==> config.mk <==
export PLATFORM = sky130hd
export DESIGN_NAME = rep_addr_gen_flat
export DESIGN_NICKNAME = d
export VERILOG_FILES = /design/src/rtl/rep_addr_gen_if.sv /design/src/rtl/rep_addr_gen.sv /design/src/flat_wrapper.sv
export SDC_FILE = /design/constraint.sdc
export NUM_CORES = 1
export LEC_CHECK = 0
export ABC_AREA = 1
export ABC_CLOCK_PERIOD_IN_PS = 4500
export CAP_MARGIN = 10
export CORE_MARGIN = 1
export CORE_UTILIZATION = 39
export CTS_CLUSTER_DIAMETER = 200
export DETAILED_ROUTE_END_ITERATION = 6
export PLACE_DENSITY = 0.62
export SKIP_LAST_GASP = 1
export SLEW_MARGIN = 40
export SYNTH_ARGS = -nofsm -noshare
export SYNTH_HDL_FRONTEND = slang
export SYNTH_SLANG_ARGS = --single-unit
export TNS_END_PERCENT = 5
==> constraint.sdc <==
create_clock -name clk -period 4.5 [get_ports clk]
set_clock_uncertainty 0.1 [all_clocks]
set_input_delay 0.45 -clock clk [delete_from_list [all_inputs] [get_ports clk]]
set_output_delay 0.45 -clock clk [all_outputs]
set_load 0.1 [all_outputs]
==> src/rtl/rep_addr_gen_if.sv <==
// rtl/rep_addr_gen_if.sv - instruction, activate and address bundle of one rep_addr_gen port
interface rep_addr_gen_if #(
    parameter int ADDR_W = 16
);
    logic              instr_valid;
    logic              instr_ready;
    logic [2:0]        instr_opcode;
    logic [27:0]       instr_payload;
    logic              activate;
    logic [ADDR_W-1:0] base_addr;
    logic              addr_valid;
    logic [ADDR_W-1:0] addr;
    logic              busy;
    logic              done;
    logic              err;

    modport slave (
        input  instr_valid,
        output instr_ready,
        input  instr_opcode,
        input  instr_payload,
        input  activate,
        input  base_addr,
        output addr_valid,
        output addr,
        output busy,
        output done,
        output err
    );

    modport master (
        output instr_valid,
        input  instr_ready,
        output instr_opcode,
        output instr_payload,
        output activate,
        output base_addr,
        input  addr_valid,
        input  addr,
        input  busy,
        input  done,
        input  err
    );
endinterface

==> src/rtl/rep_addr_gen.sv <==
// rtl/rep_addr_gen.sv - nested-loop affine address generator fed by rep/repx words
// Optional 12-bit fields with repx high halves: define REP_ADDR_GEN_REPX_EN.
module rep_addr_gen #(
    parameter int SLOT_ID    = 0,
    parameter int PORT_ID    = 0,
    parameter int NUM_LEVELS = 4,
    parameter int ADDR_W     = 16
) (
    input  logic          clk,
    input  logic          rst_n,
    rep_addr_gen_if.slave bus
);

`ifdef REP_ADDR_GEN_REPX_EN
    localparam int FW      = 12;
    localparam bit REPX_EN = 1'b1;
`else
    localparam int FW      = 6;
    localparam bit REPX_EN = 1'b0;
`endif

    typedef enum logic [1:0] {
        S_IDLE = 2'd0,
        S_RUN  = 2'd1,
        S_WAIT = 2'd2
    } state_t;

    state_t state_q, state_d;

    logic [FW-1:0]     iter_q  [NUM_LEVELS];
    logic [FW-1:0]     step_q  [NUM_LEVELS];
    logic [FW-1:0]     delay_q [NUM_LEVELS];
    logic [FW-1:0]     cnt_q   [NUM_LEVELS];
    logic [ADDR_W-1:0] lb_q    [NUM_LEVELS];
    logic [FW-1:0]     wcnt_q;
    logic              err_q;

    logic [3:0] f_slot;
    logic [1:0] f_port;
    logic [3:0] f_lvl;
    logic [5:0] f_iter;
    logic [5:0] f_step;
    logic [5:0] f_delay;

    assign f_slot  = bus.instr_payload[27:24];
    assign f_port  = bus.instr_payload[23:22];
    assign f_lvl   = bus.instr_payload[21:18];
    assign f_iter  = bus.instr_payload[17:12];
    assign f_step  = bus.instr_payload[11:6];
    assign f_delay = bus.instr_payload[5:0];

    logic xfer, own, is_rep, is_repx, lvl_ok, cfg_err, cfg_wr;

    assign xfer    = bus.instr_valid && bus.instr_ready;
    assign own     = (f_slot == 4'(SLOT_ID)) && (f_port == 2'(PORT_ID));
    assign is_rep  = (bus.instr_opcode == 3'd0);
    assign is_repx = (bus.instr_opcode == 3'd1);
    assign lvl_ok  = ({1'b0, f_lvl} < 5'(NUM_LEVELS));
    assign cfg_err = xfer && own &&
                     (((is_rep || is_repx) && !lvl_ok) || (is_repx && !REPX_EN));
    // A word arriving with activate must not alter the run being launched;
    // the run clears config on completion, so the word has no lasting effect.
    assign cfg_wr  = xfer && own && lvl_ok && !bus.activate &&
                     (is_rep || (is_repx && REPX_EN));

    // The only level that can advance is the lowest one not yet at its limit.
    logic                  found;
    logic [NUM_LEVELS-1:0] hit;
    logic [NUM_LEVELS-1:0] below;
    logic [ADDR_W-1:0]     nxt_lb;
    logic [FW-1:0]         sel_delay;

    always_comb begin
        found     = 1'b0;
        hit       = '0;
        below     = '0;
        nxt_lb    = '0;
        sel_delay = '0;
        for (int l = 0; l < NUM_LEVELS; l++) begin
            if (!found) begin
                if (cnt_q[l] < iter_q[l]) begin
                    found     = 1'b1;
                    hit[l]    = 1'b1;
                    nxt_lb    = lb_q[l] + ADDR_W'($signed(step_q[l]));
                    sel_delay = delay_q[l];
                end else begin
                    below[l] = 1'b1;
                end
            end
        end
    end

    logic start, advance, finish;

    always_comb begin
        state_d = state_q;
        start   = 1'b0;
        advance = 1'b0;
        finish  = 1'b0;
        case (state_q)
            S_IDLE: begin
                if (bus.activate) begin
                    start   = 1'b1;
                    state_d = S_RUN;
                end
            end
            S_RUN: begin
                if (found) begin
                    advance = 1'b1;
                    if (sel_delay != '0) begin
                        state_d = S_WAIT;
                    end
                end else begin
                    finish  = 1'b1;
                    state_d = S_IDLE;
                end
            end
            S_WAIT: begin
                if (wcnt_q <= FW'(1)) begin
                    state_d = S_RUN;
                end
            end
            default: state_d = S_IDLE;
        endcase
    end

    always_ff @(posedge clk or negedge rst_n) begin
        if (!rst_n) begin
            state_q <= S_IDLE;
        end else begin
            state_q <= state_d;
        end
    end

    always_ff @(posedge clk or negedge rst_n) begin
        if (!rst_n) begin
            for (int l = 0; l < NUM_LEVELS; l++) begin
                iter_q[l]  <= '0;
                step_q[l]  <= '0;
                delay_q[l] <= '0;
                cnt_q[l]   <= '0;
                lb_q[l]    <= '0;
            end
            wcnt_q <= '0;
            err_q  <= 1'b0;
        end else begin
            err_q <= cfg_err;

            if (start) begin
                for (int l = 0; l < NUM_LEVELS; l++) begin
                    cnt_q[l] <= '0;
                    lb_q[l]  <= bus.base_addr;
                end
            end else if (advance) begin
                for (int l = 0; l < NUM_LEVELS; l++) begin
                    if (hit[l]) begin
                        cnt_q[l] <= cnt_q[l] + FW'(1);
                        lb_q[l]  <= nxt_lb;
                    end else if (below[l]) begin
                        cnt_q[l] <= '0;
                        lb_q[l]  <= nxt_lb;
                    end
                end
            end else if (finish) begin
                for (int l = 0; l < NUM_LEVELS; l++) begin
                    iter_q[l]  <= '0;
                    step_q[l]  <= '0;
                    delay_q[l] <= '0;
                    cnt_q[l]   <= '0;
                    lb_q[l]    <= '0;
                end
            end

            if (advance) begin
                wcnt_q <= sel_delay;
            end else if (state_q == S_WAIT) begin
                wcnt_q <= wcnt_q - FW'(1);
            end

            if (cfg_wr) begin
                for (int l = 0; l < NUM_LEVELS; l++) begin
                    if (f_lvl == 4'(l)) begin
`ifdef REP_ADDR_GEN_REPX_EN
                        if (is_repx) begin
                            iter_q[l]  <= {f_iter,  iter_q[l][5:0]};
                            step_q[l]  <= {f_step,  step_q[l][5:0]};
                            delay_q[l] <= {f_delay, delay_q[l][5:0]};
                        end else begin
                            iter_q[l]  <= {6'd0, f_iter};
                            step_q[l]  <= {6'd0, f_step};
                            delay_q[l] <= {6'd0, f_delay};
                        end
`else
                        iter_q[l]  <= f_iter;
                        step_q[l]  <= f_step;
                        delay_q[l] <= f_delay;
`endif
                    end
                end
            end
        end
    end

    assign bus.instr_ready = (state_q == S_IDLE);
    assign bus.addr_valid  = (state_q == S_RUN);
    assign bus.addr        = lb_q[0];
    assign bus.busy        = (state_q != S_IDLE);
    assign bus.done        = (state_q == S_RUN) && !found;
    assign bus.err         = err_q;

endmodule

==> src/flat_wrapper.sv <==
// flat-port wrapper written by rule: the top's interface ports become plain ports
module rep_addr_gen_flat 
#(
    parameter int SLOT_ID    = 0,
    parameter int PORT_ID    = 0,
    parameter int NUM_LEVELS = 4,
    parameter int ADDR_W     = 16
)
  (clk, rst_n, bus_instr_valid, bus_instr_ready, bus_instr_opcode, bus_instr_payload, bus_activate, bus_base_addr, bus_addr_valid, bus_addr, bus_busy, bus_done, bus_err);
  rep_addr_gen_if #(.ADDR_W(ADDR_W)) bus_i ();
  input  logic clk;
  input  logic rst_n;
  input wire logic [$bits(bus_i.instr_valid)-1:0] bus_instr_valid;
  output wire logic [$bits(bus_i.instr_ready)-1:0] bus_instr_ready;
  input wire logic [$bits(bus_i.instr_opcode)-1:0] bus_instr_opcode;
  input wire logic [$bits(bus_i.instr_payload)-1:0] bus_instr_payload;
  input wire logic [$bits(bus_i.activate)-1:0] bus_activate;
  input wire logic [$bits(bus_i.base_addr)-1:0] bus_base_addr;
  output wire logic [$bits(bus_i.addr_valid)-1:0] bus_addr_valid;
  output wire logic [$bits(bus_i.addr)-1:0] bus_addr;
  output wire logic [$bits(bus_i.busy)-1:0] bus_busy;
  output wire logic [$bits(bus_i.done)-1:0] bus_done;
  output wire logic [$bits(bus_i.err)-1:0] bus_err;
  assign bus_i.instr_valid = bus_instr_valid;
  assign bus_instr_ready = bus_i.instr_ready;
  assign bus_i.instr_opcode = bus_instr_opcode;
  assign bus_i.instr_payload = bus_instr_payload;
  assign bus_i.activate = bus_activate;
  assign bus_i.base_addr = bus_base_addr;
  assign bus_addr_valid = bus_i.addr_valid;
  assign bus_addr = bus_i.addr;
  assign bus_busy = bus_i.busy;
  assign bus_done = bus_i.done;
  assign bus_err = bus_i.err;
  rep_addr_gen #(.SLOT_ID(SLOT_ID), .PORT_ID(PORT_ID), .NUM_LEVELS(NUM_LEVELS), .ADDR_W(ADDR_W)) u_core (.clk(clk), .rst_n(rst_n), .bus(bus_i));
endmodule
==> qor.yml <==
ioPinCount: 72
max_freq_mhz: 292
antenna_found_initial: 0
internal-power_mw: 3.33
finalWorstSetupSlack_ns: 1.08
pwr_density_cell_nw_per_um2: 472
critPathCaptureType: "flip-flop"
post-route-period-util_pct: 76.1
async_flop_share_pct: 100
grt_usage_pct: 22.9
setup_viol: 0
p_seq_share_pct: 33.8
synth_compound_area_share_pct: 10.6
synth_cell_type_count: 48
syn_avg_cell_area_um2: 7.16
crit_type: "flip-flop to flip-flop"
drv_slew: 0
fin_hold_ws_ns: 0.385
cp_max_fo: 25
worst_pin_slew_ns: 0.764
slew_headroom_pct: 49.0
dpl_cell_area_um2: 12600
initialDrtViolationCount: 681
layout.nets: 1833
seq_area_frac_synth_pct: 35.9
synth_xor_area_share_pct: 3.12
worst_hold_path_type: "primary input to async pin"
wirelength_um: 34100
path_cells: "ha_1, nand2_1, a21oi_1, nor2_1, nand2_1, buf_4, clkinv_1, nand2_4, nand2_4, inv_4, nand2_4, inv_4, o21ai_0"
dp_slack_ns: 1.18
slowest_delay_ns: 0.59
ys_warn_count: 0
placedCellCount: 2061
ys.flop_type: "dfrtp_1"
tns_ns: 0
max-vdd-ir-drop_uv: 423
p_leak_nw: 7.12
synth_cells: 1647
switching_share_pct: 46.8
start_util_pct: 39.7
rsz0062_at_grt: "no"
core_area_um2: 29700
worst_r2r_path_depth: 13
dieArea_um2: 30900
rrSetupSlack_ns: 1.08
grt_overflow_total: 0
dp_hpwl_um: 26000
wire_per_inst_um: 16.3
synth_top_family_by_area: "simple AND/OR/NAND/NOR gates"
synth_adder_area_share_pct: 9.80
design_area_um2: 13300
cp-start-kind: "flip-flop"
worstPathArrival_ns: 3.63
muxShareOfSynthArea_pct: 0
clk_latency_ns: 0.44
finalHoldViolations: 0
power_switching_mw: 2.93
cp-startpoint: "u_core.cnt_q[21]$_DFFE_PN0P_"
first_global_vias: 10300
dieHeight_um: 176
ys_ff_latch: 169
final_cell_mix: "526 x nand2_1, 202 x inv_1, 180 x nand3_1"
postRouteAntennaNets: 0
diodes: 0
reg2reg_from: "u_core.cnt_q[21]$_DFFE_PN0P_"
syn-cell-area_um2: 11800
drc: 0
fp.dieW_um: 176
clockRootBuffer: "clkbuf_16"
period_needed_ns: 3.42
clock_power_share_pct: 24.2
instances_no_fill: 2095
fp-row-count: 63
worstPathRequired_ns: 4.71
cp_slowest_cell: "clkinv_1"
grt_max_degree: 100
area_growth_pct: 12.5
worst_r2r_endpoint: "u_core.cnt_q[11]$_DFFE_PN0P_"
first_pass_iters: 5
crit_path_frequent_cell: "nand2_4"
routed-via-count: 10700
grt_pass1_wl_um: 55000
syn_nets: 1788
numCtsBuffers: 17
clk_pin_slew_ns: 0.07
h-tree-depth: 4
drive_gt1_share_pct: 5.87
via_per_inst: 5.09
pwr-share-comb_pct: 42.1
synthSimpleGateAreaFrac_pct: 30.8
outcome: "complete, no violations"
place_congestion: 0.914
cap_violations: 0
cts.path.max_buffers: 2
final_common_cell: "nand2_1"
clkSinkCount: 169
synth_edf_count: 0
cts_setup_buffers: 0
io_buffers: 71
cts_tree: "done"
## repair_timing
| action | CTS | global route |
|---|---|---|
| gates resized for setup | 0 | 0 |
| endpoints found under the setup margin | 0 | 0 |
| hold buffers | 1 | 0 |
| hold endpoints to repair | 2 | 0 |
## routing by layer
metal / up-vias / GRT usage (%) / wire (µm)
met4: 0 / 8.88 / 998
met5: - / 0 / 0
li1: 5435 / - / -
met1: 4908 / 29.8 / 15200
met2: 270 / 38.6 / 16300
met3: 55 / 3.01 / 1580
## flip-flops by register name (all words and copies together) (netlist names)
name             flops
u_core.lb_q         48
u_core.cnt_q        24
u_core.delay_q      24
u_core.iter_q       24
u_core.step_q       24
u_core.bus.addr     16
u_core.wcnt_q        6
u_core.state_q       2
u_core.bus.err       1
## stage by stage
stage,utilization (%),power (mW)
after CTS,44.6,6.28
final,44.6,6.26
after global routing,44.6,6.61
after floorplan,-,4.15
after global placement,42.8,4.83
after detailed placement,42.5,4.77
## worst max-delay path: cells and delay by family (launching register included)
| kind | cells | cell delay (ns) |
|---|---|---|
| DFF | 1 | 0.43 |
| and+or+nand+nor | 6 | 0.92 |
| AOI/OAI and AO/OA | 2 | 0.22 |
| adders and majority gates | 1 | 0.33 |
| buffers and inverters | 4 | 1.28 |
## logic make-up (layout without fill, tap and decap cells)
family / Yosys count / in the layout
buffers and inverters: 269 / 327
AO/OA/AOI/OAI: 227 / 227
XOR/XNOR: 42 / 42
AND/OR/NAND/NOR: 850 / 850
adder cells (fa/ha/maj): 90 / 90
flip-flops: 169 / 169
## power by group through the flow
stage	clock network (mW)	logic [mW]	registers, mW
6_report	1.51	2.64	2.11
2_1_floorplan	0	2.14	2.01
4_1_cts	1.53	2.64	2.12
5_1_grt	1.59	2.87	2.15
3_5_place_dp	0	2.63	2.14
3_3_place_gp	0	2.69	2.14
## cell type report
class,instances,area [µm²]
Tap cell,390,488
Fill cell,3009,16400
Sequential cell,169,4230
Timing Repair Buffer,82,731
Multi-Input combinational cell,1209,6410
Clock buffer,21,460
Inverter,213,810
Clock inverter,11,139
## worst max-delay path by stage
stage	end	slack, ns	cells past startpoint
after floorplan	u_core.step_q[17]$_DFF_PN0_	0.06	7
after global placement	u_core.cnt_q[11]$_DFFE_PN0P_	1.22	12
after detailed placement	u_core.cnt_q[11]$_DFFE_PN0P_	1.18	13
after CTS	u_core.cnt_q[11]$_DFFE_PN0P_	1.11	13
after global routing	u_core.lb_q[16]$_DFFE_PN0P_	0.81	14
final	u_core.cnt_q[11]$_DFFE_PN0P_	1.08	13
## cell usage after synthesis, drive strengths merged (5+ instances only)
master  instances  area, µm²
o211ai         10       75.1
o22ai          12       75.1
nand2         534       2040
ha             86       1080
clkbuf         10       40.0
or2             7       43.8
nand3b          6       45.0
nor3           14       70.1
nand3         184        941
a21o            5       37.5
dfrtp         169       4230
nor2           87        352
xnor2          15        131
a21oi          67        343
buf            46        312
inv           211        800
o21ai         113        566
xor2           27        236
o21bai          7       52.6
nand4           9       56.3
(Power assumes the default switching activity.)
